==> src/rtl/mem_line_arbiter_if.sv <==
// Cache/memory line bus shared by the i-cache, d-cache and main memory around mem_line_arbiter.
// slave = arbiter view; master = environment (caches + memory) view.
interface mem_line_arbiter_if #(
    parameter int WORD_SIZE = 16
);
    logic                     i_readM;
    logic [15:0]              i_addr;
    logic [4*WORD_SIZE-1:0]   i_rdata;
    logic                     i_ready;

    logic                     d_readM;
    logic                     d_writeM;
    logic [15:0]              d_addr;
    logic [4*WORD_SIZE-1:0]   d_wdata;
    logic [4*WORD_SIZE-1:0]   d_rdata;
    logic                     d_ready;

    logic                     mem_readM;
    logic                     mem_writeM;
    logic [15:0]              mem_addr;
    logic [4*WORD_SIZE-1:0]   mem_wdata;
    logic [4*WORD_SIZE-1:0]   mem_rdata;

    modport slave (
        input  i_readM, i_addr, d_readM, d_writeM, d_addr, d_wdata, mem_rdata,
        output i_rdata, i_ready, d_rdata, d_ready,
               mem_readM, mem_writeM, mem_addr, mem_wdata
    );

    modport master (
        output i_readM, i_addr, d_readM, d_writeM, d_addr, d_wdata, mem_rdata,
        input  i_rdata, i_ready, d_rdata, d_ready,
               mem_readM, mem_writeM, mem_addr, mem_wdata
    );
endinterface

==> src/rtl/mem_line_arbiter.sv <==
// Arbitrates i-/d-cache line reads and d-cache write-backs onto one fixed-latency memory port (ARB_ROUND_ROBIN_EN: fair arbitration).
// Ready pulses LATENCY+1 cycles after the grant edge; losers simply hold their level request until served.
module mem_line_arbiter #(
    parameter int WORD_SIZE = 16,
    parameter int LATENCY   = 4
) (
    input  logic                clk,
    input  logic                reset_n,
    mem_line_arbiter_if.slave   bus
);
    localparam int CW = (LATENCY > 1) ? $clog2(LATENCY) : 1;
    localparam logic [CW-1:0] LAST = CW'(LATENCY - 1);

    typedef enum logic [1:0] {IDLE, BUSY, DONE} state_t;

    state_t          state, state_nxt;
    logic [CW-1:0]   count;
    logic            owner_d;
    logic            grant_d, grant_i;
    logic            d_req, prefer_d;

    assign d_req = bus.d_readM | bus.d_writeM;

`ifdef ARB_ROUND_ROBIN_EN
    logic last_owner;  // 1 = d-cache was served last
    assign prefer_d = ~last_owner;

    always_ff @(posedge clk) begin
        if (!reset_n)
            last_owner <= 1'b0;
        else if (grant_d || grant_i)
            last_owner <= grant_d;
    end
`else
    assign prefer_d = 1'b1;
`endif

    always_ff @(posedge clk) begin
        if (!reset_n)
            state <= IDLE;
        else
            state <= state_nxt;
    end

    always_comb begin
        state_nxt = state;
        grant_d   = 1'b0;
        grant_i   = 1'b0;
        case (state)
            IDLE: begin
                if (d_req && (!bus.i_readM || prefer_d))
                    grant_d = 1'b1;
                else if (bus.i_readM)
                    grant_i = 1'b1;
                if (d_req || bus.i_readM)
                    state_nxt = BUSY;
            end
            BUSY: begin
                if (count == LAST)
                    state_nxt = DONE;
            end
            DONE:    state_nxt = IDLE;
            default: state_nxt = IDLE;
        endcase
    end

    always_ff @(posedge clk) begin
        if (!reset_n) begin
            count          <= '0;
            owner_d        <= 1'b0;
            bus.mem_readM  <= 1'b0;
            bus.mem_writeM <= 1'b0;
            bus.mem_addr   <= '0;
            bus.mem_wdata  <= '0;
            bus.i_rdata    <= '0;
            bus.d_rdata    <= '0;
            bus.i_ready    <= 1'b0;
            bus.d_ready    <= 1'b0;
        end else begin
            bus.i_ready <= 1'b0;
            bus.d_ready <= 1'b0;
            case (state)
                IDLE: begin
                    if (grant_d || grant_i) begin
                        count   <= '0;
                        owner_d <= grant_d;
                        if (grant_d) begin
                            bus.mem_addr <= bus.d_addr;
                            // A write-back beats a simultaneous d read; the read stays pending.
                            if (bus.d_writeM) begin
                                bus.mem_writeM <= 1'b1;
                                bus.mem_wdata  <= bus.d_wdata;
                            end else begin
                                bus.mem_readM  <= 1'b1;
                            end
                        end else begin
                            bus.mem_addr  <= bus.i_addr;
                            bus.mem_readM <= 1'b1;
                        end
                    end
                end
                BUSY: begin
                    count <= count + 1'b1;
                    if (count == LAST) begin
                        bus.mem_readM  <= 1'b0;
                        bus.mem_writeM <= 1'b0;
                        if (owner_d) begin
                            bus.d_ready <= 1'b1;
                            if (bus.mem_readM)
                                bus.d_rdata <= bus.mem_rdata;
                        end else begin
                            bus.i_ready <= 1'b1;
                            bus.i_rdata <= bus.mem_rdata;
                        end
                    end
                end
                default: ;
            endcase
        end
    end
endmodule
==> src/flat_wrapper.sv <==
// flat-port wrapper written by rule: the top's interface ports become plain ports
module mem_line_arbiter_flat 
#(
    parameter int WORD_SIZE = 16,
    parameter int LATENCY   = 4
)
  (clk, reset_n, bus_i_readM, bus_i_addr, bus_d_readM, bus_d_writeM, bus_d_addr, bus_d_wdata, bus_mem_rdata, bus_i_rdata, bus_i_ready, bus_d_rdata, bus_d_ready, bus_mem_readM, bus_mem_writeM, bus_mem_addr, bus_mem_wdata);
  mem_line_arbiter_if #(.WORD_SIZE(WORD_SIZE)) bus_i ();
  input  logic clk;
  input  logic reset_n;
  input wire logic [$bits(bus_i.i_readM)-1:0] bus_i_readM;
  input wire logic [$bits(bus_i.i_addr)-1:0] bus_i_addr;
  input wire logic [$bits(bus_i.d_readM)-1:0] bus_d_readM;
  input wire logic [$bits(bus_i.d_writeM)-1:0] bus_d_writeM;
  input wire logic [$bits(bus_i.d_addr)-1:0] bus_d_addr;
  input wire logic [$bits(bus_i.d_wdata)-1:0] bus_d_wdata;
  input wire logic [$bits(bus_i.mem_rdata)-1:0] bus_mem_rdata;
  output wire logic [$bits(bus_i.i_rdata)-1:0] bus_i_rdata;
  output wire logic [$bits(bus_i.i_ready)-1:0] bus_i_ready;
  output wire logic [$bits(bus_i.d_rdata)-1:0] bus_d_rdata;
  output wire logic [$bits(bus_i.d_ready)-1:0] bus_d_ready;
  output wire logic [$bits(bus_i.mem_readM)-1:0] bus_mem_readM;
  output wire logic [$bits(bus_i.mem_writeM)-1:0] bus_mem_writeM;
  output wire logic [$bits(bus_i.mem_addr)-1:0] bus_mem_addr;
  output wire logic [$bits(bus_i.mem_wdata)-1:0] bus_mem_wdata;
  assign bus_i.i_readM = bus_i_readM;
  assign bus_i.i_addr = bus_i_addr;
  assign bus_i.d_readM = bus_d_readM;
  assign bus_i.d_writeM = bus_d_writeM;
  assign bus_i.d_addr = bus_d_addr;
  assign bus_i.d_wdata = bus_d_wdata;
  assign bus_i.mem_rdata = bus_mem_rdata;
  assign bus_i_rdata = bus_i.i_rdata;
  assign bus_i_ready = bus_i.i_ready;
  assign bus_d_rdata = bus_i.d_rdata;
  assign bus_d_ready = bus_i.d_ready;
  assign bus_mem_readM = bus_i.mem_readM;
  assign bus_mem_writeM = bus_i.mem_writeM;
  assign bus_mem_addr = bus_i.mem_addr;
  assign bus_mem_wdata = bus_i.mem_wdata;
  mem_line_arbiter #(.WORD_SIZE(WORD_SIZE), .LATENCY(LATENCY)) u_core (.clk(clk), .reset_n(reset_n), .bus(bus_i));
endmodule
==> config.mk <==
export PLATFORM = sky130hd
export DESIGN_NAME = mem_line_arbiter_flat
export DESIGN_NICKNAME = d
export VERILOG_FILES = /design/src/rtl/mem_line_arbiter_if.sv /design/src/rtl/mem_line_arbiter.sv /design/src/flat_wrapper.sv
export SDC_FILE = /design/constraint.sdc
export NUM_CORES = 1
export LEC_CHECK = 0
export CORE_AREA = 2 2 146 148
export DETAILED_ROUTE_END_ITERATION = 7
export DIE_AREA = 0 0 148 150
export GPL_TIMING_DRIVEN = 0
export HOLD_SLACK_MARGIN = 0.08
export PLACE_DENSITY = 0.77
export SYNTH_ARGS = -nofsm -noshare
export SYNTH_HDL_FRONTEND = slang
export SYNTH_SLANG_ARGS = --single-unit
==> constraint.sdc <==
create_clock -name clk -period 2.7 [get_ports clk]
set_input_delay 0.54 -clock clk [delete_from_list [all_inputs] [get_ports clk]]
set_output_delay 0.54 -clock clk [all_outputs]
set_load 0.05 [all_outputs]
# Word level (Yosys, flattened, before mapping)
# Cells that the tools add are included.
totals:
  word_cells: 57
  input_bits: 165
  reg_bits: 217
classes:
  n_reduce_logical: 13
  addsub: 1
  eq_ne: 8
  mux: 22
  n_bitwise: 2
op_table:
  columns: ["op", "count"]
  rows:
  - ["$mux W16", 1]
  - ["$mux W1", 14]
  - ["$reduce_and A4 Y1", 3]
  - ["$ne A2 B1 Y1 const B", 4]
  - ["$pmux W2 S2", 2]
  - ["$mux W2", 3]
  - ["$reduce_and A2 Y1", 3]
  - ["$reduce_and A3 Y1", 2]
  - ["$reduce_and A5 Y1", 1]
  - ["$pmux W1 S2", 2]
  - ["$ne A3 B3 Y1 const B", 1]
  - ["$add A2 B1 Y2 const B", 1]
  - ["$eq A2 B1 Y1 const B", 1]
  - ["$eq A2 B2 Y1 const B", 1]
  - ["$logic_not A2 Y1", 1]
  - ["$logic_or A1 B1 Y1", 2]
  - ["$ne A2 B2 Y1 const B", 1]
  - ["$reduce_bool A2 Y1", 1]
  - ["$not A1 Y1", 1]
  - ["$or A1 B1 Y1", 1]

# Longest topological paths before layout
depth:
  word_depth: 6
  mapped_depth: 7
  depth_no_buf: 4

# Worst setup path before layout
# OpenSTA, ideal clock, no wires.
synth_path:
  path_type: "input to register"
  startpoint: "input bus_i_readM"
  endpoint: "register u_core.bus.mem_addr[13] (netlist name)"
  t_required_ns: 2.581
  setup_slack_ns: 1.232
  cell_stages: 4
  t_arrival_ns: 1.350
  path_cell_list: "nor3_2 > nor2_8 > buf_4 > o221a_2"
synth_between:
  elab_chain_len: 5
synth_rtl:
  columns: ["item", "line_no", "source"]
  rows:
  - ["start, declared", "flat_wrapper.sv:11", "input wire logic [$bits(bus_i.i_readM)-1:0] bus_i_readM;"]
  - ["$mux W1", "mem_line_arbiter.sv:53", "else if (bus.i_readM)"]
  - ["$mux W1", "mem_line_arbiter.sv:51", "if (d_req && (!bus.i_readM || prefer_d))"]
  - ["$mux W1", "mem_line_arbiter.sv:49", "case (state)"]
  - ["$logic_or A1 B1 Y1", "mem_line_arbiter.sv:84", "if (grant_d || grant_i) begin"]
  - ["$reduce_and A2 Y1 (no line)", null, null]
  - ["end signal, assigned", "mem_line_arbiter.sv:88", "bus.mem_addr <= bus.d_addr;"]
  - ["end signal, assigned", "mem_line_arbiter.sv:97", "bus.mem_addr <= bus.i_addr;"]
  - ["end, declared", "mem_line_arbiter_if.sv:27", "mem_readM, mem_writeM, mem_addr, mem_wdata"]
# Every way passes these cells.
# A chain may end at the register's enable or synchronous reset.

# Worst setup path after layout
layout_path:
  startpoint: "register u_core.bus.mem_wdata[63] (netlist name)"
  endpoint: "output bus_mem_wdata[63]"
layout_lines:
  columns: ["item", "line_no", "source"]
  rows:
  - ["start, declared", "mem_line_arbiter_if.sv:27", null]
  - ["start signal, assigned", "mem_line_arbiter.sv:92", "bus.mem_wdata <= bus.d_wdata;"]
  - ["end, declared", "flat_wrapper.sv:25", "output wire logic [$bits(bus_i.mem_wdata)-1:0] bus_mem_wdata;"]
# No word-level cell between the ends.

==> results.json <==
{
  "worst_pin_slew_ns": 0.5993,
  "fin_hold_ws_ns": 0.4508,
  "crit_path_start": "u_core.bus.mem_wdata[63]",
  "status": "completed",
  "portBuffers": 375,
  "synth_commonest_cells": "nand2_1 (259), dfxtp_1 (217), a21oi_1 (68), o21ai_0 (68)",
  "ys_seq_elements": 217,
  "cts_made_buffers": 24,
  "leakage_nw": 4.646,
  "synth.area.top_cells": "dfxtp_1 (54%), nand2_1 (12%), mux2i_1 (8.0%), a21oi_1 (4.3%), o21ai_0 (4.3%)",
  "fin_area_mm2": 0.01295,
  "syn_inst": 872,
  "timing.rr.end": "u_core.bus.i_rdata[39]",
  "drtPass1Iterations": 5,
  "antenna_cells": 0,
  "tritoncts": "built",
  "grt_usage_pct": 23.09,
  "drv_slew": 0,
  "ctsHtreeMaxLevel": 1,
  "synth-edff-count": 0,
  "synth.top_cell.area_share_pct": 54.39,
  "worstSetupPathType": "register to primary output",
  "grt_max_degree": 15,
  "fp.dieH_um": 150,
  "clockBufferDepth": 3,
  "placed_cell_area_mm2": 0.01208,
  "grt_pass1_vias": 7584,
  "place_congestion": 0.8715,
  "relSlewSlack_pct": 59.92,
  "crit_path_max_incr_delay_ns": 0.85,
  "tns_ns": 0,
  "wl_per_cell_um": 17.32,
  "nets": 1439,
  "path_max_fanout": 2,
  "peakVddDrop_uv": 433.8,
  "power_density_mw_per_mm2": 608.7,
  "setup_viol": 0,
  "drt_iter0_markers": 351,
  "die_w_um": 148,
  "worst_ep_required_time_ns": 2.16,
  "syn_area_mm2": 0.007986,
  "vias_per_cell": 4.932,
  "yosysMostFrequentCell": "nand2_1",
  "r2r_cells": 5,
  "min_period_ns": 2.271,
  "critPathArrivalTime_ns": 1.73,
  "rows": 53,
  "r2r_start": "u_core.count[0]",
  "rsz0062_at_grt": "false",
  "cts_sinks": 217,
  "finalWorstSetupSlack_ns": 0.4295,
  "fmax_mhz": 440.4,
  "ant_nets": 0,
  "synth_fp_nets": 1038,
  "start_util_pct": 38.60,
  "yosysTopAreaCell": "dfxtp_1",
  "synth_top_flop_cell": "dfxtp_1",
  "dieArea_mm2": 0.02220,
  "grt_remaining_overflow": 0,
  "path_cells": "clkdlybuf4s50_1",
  "hp-class": "register to register",
  "clockRootBuffer": "clkbuf_16",
  "drc_errors": 0,
  "endpoint": "bus_mem_wdata[63]",
  "maxCapViolations": 0,
  "core_mm2": 0.02069,
  "critPathBufInv": 1,
  "num_vias": 7718,
  "cts_resized": 0,
  "cts_setup_buffers": 0,
  "fin_cells": 1565,
  "holdBufCountCts": 0,
  "synth.distinct_cells": 38,
  "ys_warn_count": 0,
  "synth_seq_area_share_pct": 54.39,
  "area_growth_syn_to_layout_pct": 62.15,
  "boundaryPins": 377,
  "pre_cts_ws_ns": 0.4486,
  "dp_hpwl_um": 20180,
  "crit_cells": 1,
  "clk_latency_ns": 0.51,
  "fin_crit_sh_pct": 84.09,
  "drt-total-wl_um": 27100,
  "grt_pass1_wl_um": 40890,
  "setup.worst_path.start_class": "register",
  "hold_depth": 2,
  "clk_pin_slew_ns": 0.06,
  "critPathTopFamily": "buffers and inverters",
  "crit_path_end_kind": "primary output",
  "synth.avg_cell_area_um2": 9.159,
  "layout-drive-gt1-share_pct": 7.519,
  "rrSetupSlack_ns": 0.86,
  "dp_cells": 1522,
  "antenna_found_initial": 0,
  "skew_ns": 0.01709,
  "async_reset_ff_share_pct": 0,
  "cp_slowest_cell": "clkdlybuf4s50_1",
  "hold_violations": 0
}
==> final cells by class <==
class                           instances  area (um2)
Multi-Input combinational cell        580        3138
Timing Repair Buffer                  375        3754
Clock inverter                         11       163.9
Inverter                                2       7.507
Buffer                                 73       496.7
Tap cell                              275       344.1
Sequential cell                       217        4344
Fill cell                            1814        7740
Clock buffer                           32       701.9
==> per-layer routing <==
metal  vias up  track usage (%)  routed length, um
li1       3755                -                  -
met1      3617            27.52              10980
met2       290            40.79              13340
met3        56            5.732               2009
met4         0            7.524                777
met5         -                0                  0
==> sequential cells by signal, indices dropped and copies added, names as in the netlist <==
signal	count
u_core.bus.d_rdata	64
u_core.bus.d_ready	1
u_core.bus.i_rdata	64
u_core.bus.i_ready	1
u_core.bus.mem_addr	16
u_core.bus.mem_readM	1
u_core.bus.mem_wdata	64
u_core.bus.mem_writeM	1
u_core.count	2
u_core.owner_d	1
u_core.state	2
==> layout by cell type, fill, tap and decap left out, drive strengths merged <==
cell type and count:
o31a 16, nor4 1, mux2i 64, nand3 65, a21boi 1, clkbuf 58, o21bai 1, a21oi 68
buf 47, nor2 5, nand2b 1, and3b 1, nand2 259, clkinvlp 1, nand4bb 1, o21ai 68
clkdlybuf4s50 375, nor2b 2, bufinv 4, o221a 16, o21a 1, and3 2, clkinv 5, nor3 3
or3 1, or2 1, inv 3, ha 1, nor3b 1, dfxtp 217, or3b 1
==> per-stage QoR <==
| step | total power [mW] | util (%) |
|---|---|---|
| 6_report | 7.882 | 62.59 |
| 5_1_grt | 8.139 | 62.59 |
| 4_1_cts | 7.940 | 62.59 |
| 3_5_place_dp | 4.408 | 58.41 |
| 3_3_place_gp | 4.399 | 58.41 |
| 2_1_floorplan | 3.918 | - |
==> kinds of logic (layout without fill, tap and decap cells) <==
kind of cell	Yosys count	in the layout	synth area share, %
compound gates	171	171	12.82
mux	64	64	8.021
buf+inv	75	493	6.313
simple gates	344	344	18.30
flops	217	217	54.39
fa+ha+maj	1	1	0.1566
==> report_power, final <==
group,switching [mW],internal (mW)
Sequential,0.0418,3.28
Clock,1.33,2.21
Combinational,0.566,0.450
==> how the worst min path moves through the flow <==
| stage | from | end | slack (ns) |
|---|---|---|---|
| floorplan | u_core.count[1] | u_core.count[1] | 0.46 |
| global placement | u_core.bus.d_rdata[6] | u_core.bus.d_rdata[6] | 0.44 |
| detailed placement | u_core.bus.mem_wdata[4] | u_core.bus.mem_wdata[4] | 0.45 |
| CTS | u_core.bus.mem_wdata[36] | u_core.bus.mem_wdata[36] | 0.45 |
| global route | u_core.bus.d_rdata[43] | u_core.bus.d_rdata[43] | 0.47 |
| finish | u_core.bus.mem_wdata[44] | u_core.bus.mem_wdata[44] | 0.45 |
(Power assumes the default switching activity.)
